--- src/rtl/game_pkg.sv ---
// Shared game definitions: move FSM encodings, direction encoding and default
// input-conditioning timing at a 25 MHz system clock.
package game_pkg;

  typedef enum logic [1:0] {
    MvIdle,
    MvDelay,
    MvRepeat
  } move_state_e;

  typedef enum logic {
    DirLeft  = 1'b0,
    DirRight = 1'b1
  } dir_e;

  // 10 ms debounce window
  localparam int unsigned DefDebounceCycles = 250000;
  // 200 ms from the first move pulse to the first auto-repeat
  localparam int unsigned DefRepeatDelay    = 5000000;
  // 100 ms between subsequent auto-repeats
  localparam int unsigned DefRepeatPeriod   = 2500000;

endpackage

--- src/rtl/button_debouncer.sv ---
// Two-flop synchroniser followed by a consecutive-cycle debounce filter for one
// raw asynchronous push-button.
module button_debouncer
  import game_pkg::*;
#(
  parameter int unsigned DEBOUNCE_CYCLES = DefDebounceCycles
) (
  input  logic clk,
  input  logic reset,
  input  logic raw,
  output logic stable
);

  localparam int unsigned CntW = $clog2(DEBOUNCE_CYCLES);
  localparam logic [CntW-1:0] CntLast = CntW'(DEBOUNCE_CYCLES - 1);

  logic            r_meta;
  logic            r_sync;
  logic            r_db;
  logic [CntW-1:0] r_cnt;

  // Synchronise the raw input, then flip the stable state only after the
  // synchronised value has disagreed with it for DEBOUNCE_CYCLES cycles in a row.
  always_ff @(posedge clk) begin
    if (!reset) begin
      r_meta <= 1'b0;
      r_sync <= 1'b0;
      r_db   <= 1'b0;
      r_cnt  <= '0;
    end else begin
      r_meta <= raw;
      r_sync <= r_meta;
      if (r_sync == r_db) begin
        r_cnt <= '0;
      end else if (r_cnt == CntLast) begin
        r_db  <= r_sync;
        r_cnt <= '0;
      end else begin
        r_cnt <= r_cnt + CntW'(1);
      end
    end
  end

  assign stable = r_db;

endmodule

--- src/rtl/button_conditioner.sv ---
// Turns the four raw board buttons into single-cycle player commands: shoot and
// start fire once per press, left and right fire on press and then auto-repeat.
module button_conditioner
  import game_pkg::*;
#(
  parameter int unsigned DEBOUNCE_CYCLES = DefDebounceCycles,
  parameter int unsigned REPEAT_DELAY    = DefRepeatDelay,
  parameter int unsigned REPEAT_PERIOD   = DefRepeatPeriod
) (
  input  logic clk,
  input  logic reset,
  input  logic btnLeft,
  input  logic btnRight,
  input  logic btnShoot,
  input  logic btnStart,
  output logic left,
  output logic right,
  output logic shoot,
  output logic start
);

  // One timer serves both the initial delay and the repeat period.
  localparam int unsigned TmrMax = (REPEAT_DELAY > REPEAT_PERIOD) ? REPEAT_DELAY : REPEAT_PERIOD;
  localparam int unsigned TmrW   = $clog2(TmrMax);
  localparam logic [TmrW-1:0] DelayLast  = TmrW'(REPEAT_DELAY - 1);
  localparam logic [TmrW-1:0] PeriodLast = TmrW'(REPEAT_PERIOD - 1);

  logic w_db_left;
  logic w_db_right;
  logic w_db_shoot;
  logic w_db_start;

  button_debouncer #(.DEBOUNCE_CYCLES(DEBOUNCE_CYCLES)) u_db_left (
    .clk    (clk),
    .reset  (reset),
    .raw    (btnLeft),
    .stable (w_db_left)
  );

  button_debouncer #(.DEBOUNCE_CYCLES(DEBOUNCE_CYCLES)) u_db_right (
    .clk    (clk),
    .reset  (reset),
    .raw    (btnRight),
    .stable (w_db_right)
  );

  button_debouncer #(.DEBOUNCE_CYCLES(DEBOUNCE_CYCLES)) u_db_shoot (
    .clk    (clk),
    .reset  (reset),
    .raw    (btnShoot),
    .stable (w_db_shoot)
  );

  button_debouncer #(.DEBOUNCE_CYCLES(DEBOUNCE_CYCLES)) u_db_start (
    .clk    (clk),
    .reset  (reset),
    .raw    (btnStart),
    .stable (w_db_start)
  );

  logic r_shoot_prev;
  logic r_start_prev;
  logic r_shoot;
  logic r_start;

  // Rising-edge pulses on the debounced fire and start buttons.
  always_ff @(posedge clk) begin
    if (!reset) begin
      r_shoot_prev <= 1'b0;
      r_start_prev <= 1'b0;
      r_shoot      <= 1'b0;
      r_start      <= 1'b0;
    end else begin
      r_shoot_prev <= w_db_shoot;
      r_start_prev <= w_db_start;
      r_shoot      <= w_db_shoot & ~r_shoot_prev;
      r_start      <= w_db_start & ~r_start_prev;
    end
  end

  // Holding both directions cancels movement.
  logic w_eff_l;
  logic w_eff_r;
  logic w_dir_held;

  assign w_eff_l    = w_db_left & ~w_db_right;
  assign w_eff_r    = w_db_right & ~w_db_left;

  move_state_e     r_state;
  dir_e            r_dir;
  logic [TmrW-1:0] r_timer;
  logic            r_left;
  logic            r_right;

  assign w_dir_held = (r_dir == DirLeft) ? w_eff_l : w_eff_r;

  // Move FSM: pulse on press, wait REPEAT_DELAY, then pulse every REPEAT_PERIOD
  // until the latched direction is no longer the effective direction.
  always_ff @(posedge clk) begin
    if (!reset) begin
      r_state <= MvIdle;
      r_dir   <= DirLeft;
      r_timer <= '0;
      r_left  <= 1'b0;
      r_right <= 1'b0;
    end else begin
      r_left  <= 1'b0;
      r_right <= 1'b0;
      unique case (r_state)
        MvIdle: begin
          if (w_eff_l) begin
            r_left  <= 1'b1;
            r_dir   <= DirLeft;
            r_timer <= '0;
            r_state <= MvDelay;
          end else if (w_eff_r) begin
            r_right <= 1'b1;
            r_dir   <= DirRight;
            r_timer <= '0;
            r_state <= MvDelay;
          end
        end
        MvDelay: begin
          if (!w_dir_held) begin
            r_state <= MvIdle;
          end else if (r_timer == DelayLast) begin
            r_left  <= (r_dir == DirLeft);
            r_right <= (r_dir == DirRight);
            r_timer <= '0;
            r_state <= MvRepeat;
          end else begin
            r_timer <= r_timer + TmrW'(1);
          end
        end
        MvRepeat: begin
          if (!w_dir_held) begin
            r_state <= MvIdle;
          end else if (r_timer == PeriodLast) begin
            r_left  <= (r_dir == DirLeft);
            r_right <= (r_dir == DirRight);
            r_timer <= '0;
          end else begin
            r_timer <= r_timer + TmrW'(1);
          end
        end
        default: r_state <= MvIdle;
      endcase
    end
  end

  assign left  = r_left;
  assign right = r_right;
  assign shoot = r_shoot;
  assign start = r_start;

endmodule

--- config.mk ---
export PLATFORM = sky130hd
export DESIGN_NAME = button_conditioner
export DESIGN_NICKNAME = d
export VERILOG_FILES = /design/src/rtl/game_pkg.sv /design/src/rtl/button_debouncer.sv /design/src/rtl/button_conditioner.sv
export SDC_FILE = /design/constraint.sdc
export NUM_CORES = 1
export LEC_CHECK = 0
export CAP_MARGIN = 10
export CORE_ASPECT_RATIO = 0.8
export CORE_MARGIN = 3
export CORE_UTILIZATION = 45
export CTS_CLUSTER_SIZE = 25
export DETAILED_ROUTE_END_ITERATION = 12
export PLACE_DENSITY = 0.62
export REMOVE_ABC_BUFFERS = 1
export SLEW_MARGIN = 20
export SYNTH_ARGS = -nofsm -noshare
export SYNTH_HDL_FRONTEND = slang
export SYNTH_SLANG_ARGS = --single-unit
export TNS_END_PERCENT = 1
--- constraint.sdc ---
create_clock -name clk -period 2.4 [get_ports clk]
set_clock_uncertainty 0.15 [all_clocks]
set_input_delay 0.72 -clock clk [delete_from_list [all_inputs] [get_ports clk]]
set_output_delay 0.72 -clock clk [all_outputs]
set_load 0.01 [all_outputs]
# Word level (Yosys, flattened, before mapping)
# Cells that the tools add are included.
op_classes:
  add_sub_neg: 5
  n_eq_ne: 17
  mux: 29
  n_bitwise: 14
  reduce_logical: 14
op_table:
  columns: ["op", "count"]
  rows:
  - ["2-to-1 mux 23 bit", 6]
  - ["adder 18 x 1 -> 18 bit, second input constant", 4]
  - ["== test 18 bit, second input constant", 4]
  - ["one-hot mux 23 bit (3 select lines)", 1]
  - ["adder 23 x 1 -> 23 bit, second input constant", 1]
  - ["== test 23 x 22 -> 1 bit, second input constant", 1]
  - ["== test 23 bit, second input constant", 1]
  - ["2-to-1 mux 1 bit", 14]
  - ["OR reduction 3 bit", 4]
  - ["2-to-1 mux 2 bit", 5]
  - ["NOT 1 bit", 10]
  - ["AND reduction 2 bit", 5]
  - ["inequality test 2 bit, second input constant", 3]
  - ["inequality test 3 bit, second input constant", 2]
  - ["one-hot mux 1 bit (3 select lines)", 2]
  - ["one-hot mux 2 bit (3 select lines)", 1]
  - ["AND 1 bit", 4]
  - ["== test 1 bit", 4]
  - ["AND reduction 4 bit", 1]
  - ["AND reduction 3 bit", 1]
  - ["nonzero test 3 bit", 1]
  - ["== test 2 x 1 -> 1 bit, second input constant", 1]
  - ["== test 2 bit, second input constant", 1]
  - ["zero test 2 bit", 1]
  - ["nonzero test 2 bit", 1]
totals:
  ff_bits: 116
  output_inout_bits: 4
  elab_cells: 104

# Logic depth before layout (Yosys ltp)
logic_depth:
  word_depth: 5
  mapped_depth: 9
  ltp_nobuf: 7

# Hierarchy
# From an unflattened synthesis, not the netlist that was laid out.
hier_totals:
  cells_unflattened: 604
  area_unflattened_um2: 5407.7
by_module_without_submodules:
  columns: ["module", "n_inst", "cells_each", "area_each_um2", "seq_area_each_um2"]
  rows:
  - ["button_debouncer (u_db_left ...)", 3, 103, 934.6, 420.4]
  - ["button_conditioner", 1, 192, 1670.4, 640.6]
  - ["button_debouncer (u_db_start)", 1, 103, 933.4, 420.4]

# Worst setup path after synthesis
# No wires, ideal clock.
synth_timing:
  kind: "input to register"
  startpoint: "input port reset"
  endpoint: "register r_timer[22]"
  setup_ns: 0.115
  arrival_time_ns: 1.958
  path_slack_ns: 0.178
  stages: 8
  cell_sequence: "buf_2 -> and2_1 -> clkbuf_1 -> nand2_1 -> a21oi_2 -> a311oi_4 -> buf_6 -> nor2_1"
synth_rtl:
  columns: ["element", "line_no", "rtl"]
  rows:
  - ["start, declared", "button_conditioner.sv:11", "input logic reset,"]
  - ["end signal, assigned", "button_conditioner.sv:132", "r_timer <= r_timer + TmrW'(1);"]
  - ["end signal, assigned", "button_conditioner.sv:143", "r_timer <= r_timer + TmrW'(1);"]
  - ["end, declared", "button_conditioner.sv:91", "logic [TmrW-1:0] r_timer;"]

# Worst setup path in the final report
layout_timing:
  startpoint: "register u_db_start.r_cnt[9]"
  endpoint: "register u_db_start.r_cnt[9]"
layout_via:
  elab_chain_len: 2
  word_cells_on_any_way: 3
  cone_classes: "1 x add/sub; 1 x eq/ne; 1 x reduce/logical"
layout_lines:
  columns: ["element", "line_no", "rtl"]
  rows:
  - ["start, declared", "button_debouncer.sv:20", "logic [CntW-1:0] r_cnt;"]
  - ["start signal, assigned", "button_debouncer.sv:39", "r_cnt <= r_cnt + CntW'(1);"]
  - ["branches (longest 2 deep; another with adder 18 x 1 -> 18 bit)", null, null]
# Several ways; the timed one is not identified.
# A chain may end at the register's enable or synchronous reset.

==> summary.txt <==
Outcome
  – Result of the run: finished clean

Global routing
  – GRT met2 Usage: 0.2671
  – Most used routing layer: met2
  – GRT Residual Overflow: 0
  – Via count of the first global-routing pass: around 4000
  – Number of antenna violations at the first check in global routing: 0
  – GRT Total Usage: 0.1688
  – Met1 track demand over resource in global routing: 0.2198
  – Pin count of the biggest net entering global routing: 19
  – GR Layer Usage met3: 0.05133
  – Global-route wire length before repair: 18.08 mm

Timing
  – Ratio of final minimum period to clock period: 0.9279
  – Maximum achievable frequency: 0.4490 GHz
  – Endpoints failing hold: 0
  – Slew Limit Headroom: 0.6227
  – Slew at the pin with the worst max-slew slack: 0.5660 ns
  – Post-route minimum period: between 2 and 2.5 ns
  – Setup repair after global routing missed its margin: no
  – Worst setup slack after layout: 0.1730 ns
  – Aggregate negative setup slack: 0 ns
  – Final Slew Violations: 0
  – Final setup vio count: 0

Synth
  – Async set-or-reset flop fraction in the synthesized netlist: 0
  – Post-synthesis xor/xnor area fraction: 0.1379
  – Area share of fa/ha/maj cells after synthesis: 0.02814
  – Register area share after synthesis: 0.4352
  – Number of synthesized register bits: roughly 120
  – Post-synthesis instance total: 612
  – Post-Syn Area per Cell: 8.720 um2
  – Netlist cell types: 56
  – Multiplexer share of the synthesized area: 0.01032
  – Combinational family with the most area after synthesis: simple AND/OR/NAND/NOR gates
  – Number of flops mapped to enable cells by yosys: 0
  – Number of warning messages in the yosys log: 0
  – Post-synthesis compound-gate area fraction: 0.04689
  – Area share of and/or/nand/nor cells after synthesis: 0.3036
  – Dominant register cell in the synthesized netlist: dfxtp_1
  – Post-synthesis cell area: between 5000 and 6000 um2

Min path
  – Cell depth of the worst min-delay path: 1
  – Hold path startpoint: r_shoot_prev
  – Path category of the worst min-delay check: flip-flop to flip-flop
  – Endpoint with the worst hold slack: shoot

Pwr
  – Switch Pwr: 0.0008759 W
  – Power density over the cells: 768.7 nW/um2
  – Switching share of total power: 0.1819
  – Sequential cell fraction of total power: 0.403
  – Share of total power in combinational logic: 0.011
  – Peak ir drop on the vdd network: 0.5707 mV
  – Int Power: 0.003940 W
  – Portion of total power attributed to the clock network: 0.586
  – Leakage power summed over all cells: 2.052 nW
  – Total power: 0.004816 W

Drt
  – Routed wire length: 10.06 mm
  – First-iteration detailed-routing DRC count: 202
  – Overall via count from detail_route: 4011
  – Ratio of routed vias to standard cells: approximately 5.1
  – DR DRC count: 0
  – Pre-Repair DR Iteration Count: 6
  – Antenna-violating nets left: 0
  – Routed len/inst: 12.72 um

Setup path
  – Endpoint class of the critical path: flip-flop
  – Startpoint of the worst-slack reg-to-reg timing path: u_db_start.r_cnt[9]
  – Setup CP Type: flip-flop to flip-flop
  – Crit start category: flip-flop
  – CP Max Fanout: 17
  – Worst reg-to-reg setup slack: 0.17 ns
  – Worst-case reg-to-reg path depth: 4
  – Terminus of the critical flop-to-flop path: u_db_start.r_cnt[9]
  – Data arrival at the endpoint of the critical path: 2.35 ns
  – WP data required: between 2 and 3 ns

Placed design
  – Port-buffer cells: 9
  – HPWL after DPL: 6.875 mm
  – Routability Congestion: a little over 0.8
  – Post-place instance area: roughly 5600 um2
  – DP Worst Slack: 0.04340 ns

CTS
  – H-tree levels: 4
  – CTS tree: built
  – Worst skew pair latency: 0.41 ns
  – Cts bufs inserted: 17
  – Maximum clock path buffer count: 2
  – Post-CTS setup repair buffer count: 0
  – Clock tree root buffer cell: clkbuf_16
  – # clock sinks: 116
  – Reg clk slew, reported paths: 0.05 ns

Floorplanning
  – Core outline area: 11230 um2
  – Die boundary height: 103.4 um
  – Initial Util: 0.4752
  – Die outline area: 13210 um2
  – Chip Width: 127.8 um
  – Total number of placement rows: 34
  – Number of placed I/O pins: 10

Layout
  – Post-Layout Inst Area: roughly 6300 um2
  – # fillers: 999
  – Area added between synthesis and finish: 17.40%
  – Ratio of cells with drive above 1 in the final layout: 0.08964
  – Final Util: 0.5578
  – Number of antenna cells inserted: 0
  – Number of nets in the layout: 652

Job
  – Max cap viols: 0
==> cell type report <==
| cell class | instances | area, um2 | area share |
|---|---|---|---|
| clock buffer | 24 | 501.7 | 0.08009 |
| clock inverter | 8 | 168.9 | 0.02696 |
| inverter | 24 | 90.09 | 0.01438 |
| multi-input combinational | 455 | 2816 | 0.4496 |
| sequential | 116 | 2322 | 0.3707 |
| tap | 144 | 180.2 | 0.02876 |
| timing repair buffer | 20 | 185.2 | 0.02956 |
==> cells in the mapped netlist, types with 12 or more instances <==
cell type	number	area (um2)
dfxtp_1	116	2322
nand3_1	32	160.2
and2_1	16	100.1
nand2_1	54	202.7
nor3_1	18	90.09
nand4_1	18	112.6
nor2_1	119	446.7
xnor2_1	56	490.5
ha_1	12	150.1
inv_1	24	90.09
nor4_1	17	106.4
xor2_1	28	245.2
==> worst max path at each step <==
stage / startpoint / to / slack, ns / cells past startpoint
after floorplan: r_state[0] / r_timer[10] / 0.14 / 7
after global placement: reset / right / 0.06 / 6
after detailed placement: reset / u_db_shoot.r_cnt[11] / 0.04 / 5
after CTS: u_db_right.stable / r_timer[13] / 0.14 / 8
after global routing: u_db_start.r_cnt[9] / u_db_start.r_cnt[5] / 0.01 / 4
final: u_db_start.r_cnt[9] / u_db_start.r_cnt[9] / 0.17 / 4
==> registers in the layout, indices dropped and copies added, names as in the netlist, 2 cells and up <==
signal,cells
r_timer,23
u_db_left.r_cnt,18
u_db_start.r_cnt,18
r_state,2
u_db_shoot.r_cnt,18
u_db_right.r_cnt,18
==> per-layer routing <==
metal | vias up | part of all wire
met4 | 0 | 0.014
li1 | 2107 | -
met5 | - | 0
met2 | 56 | 0.44
met1 | 1836 | 0.51
met3 | 12 | 0.040
==> worst max-delay path, stage by stage (launching register included) <==
cell	delay, ns
dfxtp_1	0.35
or4b_1	0.56
nor4_2	0.39
or2_1	0.52
nor2_1	0.12
==> layout by cell type (no fill, tap or decap), types with 3 or more instances in the layout <==
cell type and n:
and2_1 15, and3_1 10, and4_1 3, buf_4 10, bufinv_16 5, clkbuf_16 17, clkbuf_8 5, clkdlybuf4s50_1 9
dfxtp_1 116, ha_1 12, inv_1 24, mux2i_1 4, nand2_1 54, nand3_1 32, nand4_1 18, nor2_1 118
nor2b_1 9, nor3_1 18, nor4_1 17, o2111ai_1 5, o211a_1 3, o211ai_1 3, o21ai_0 4, or3_1 6
xnor2_1 56, xor2_1 28
==> per-stage QoR <==
stage,hold WS (ns),instances
floorplan,0.2174,595
global placement,0.2216,759
detailed placement,0.2240,759
CTS,0.2317,791
global route,0.2500,791
finish,0.2312,791
==> power groups by stage <==
stage	clock (W)	sequential, W	combinational, W
after floorplan	0	0.00198	0.0000231
after global placement	0	0.00198	0.0000533
after detailed placement	0	0.00198	0.0000543
after CTS	0.00288	0.00194	0.0000547
after global routing	0.00297	0.00194	0.0000611
final	0.00282	0.00194	0.0000542
==> cell families (layout without fill, tap and decap cells) <==
logic type,Yosys count,count (layout)
AO/OA/AOI/OAI,28,28
XOR/XNOR,84,84
adder cells (fa/ha/maj),12,12
buffers and inverters,41,76
flip-flops,116,116
multiplexers,5,5
AND/OR/NAND/NOR,326,326
==> repair_timing <==
item / in CTS / in global routing
resized for setup: 0 / 2
endpoints found under the setup margin: 0 / 15
hold endpoints to repair: 0 / 0
hold buffers: 0 / 0
Power figures use the tool's default switching activity.
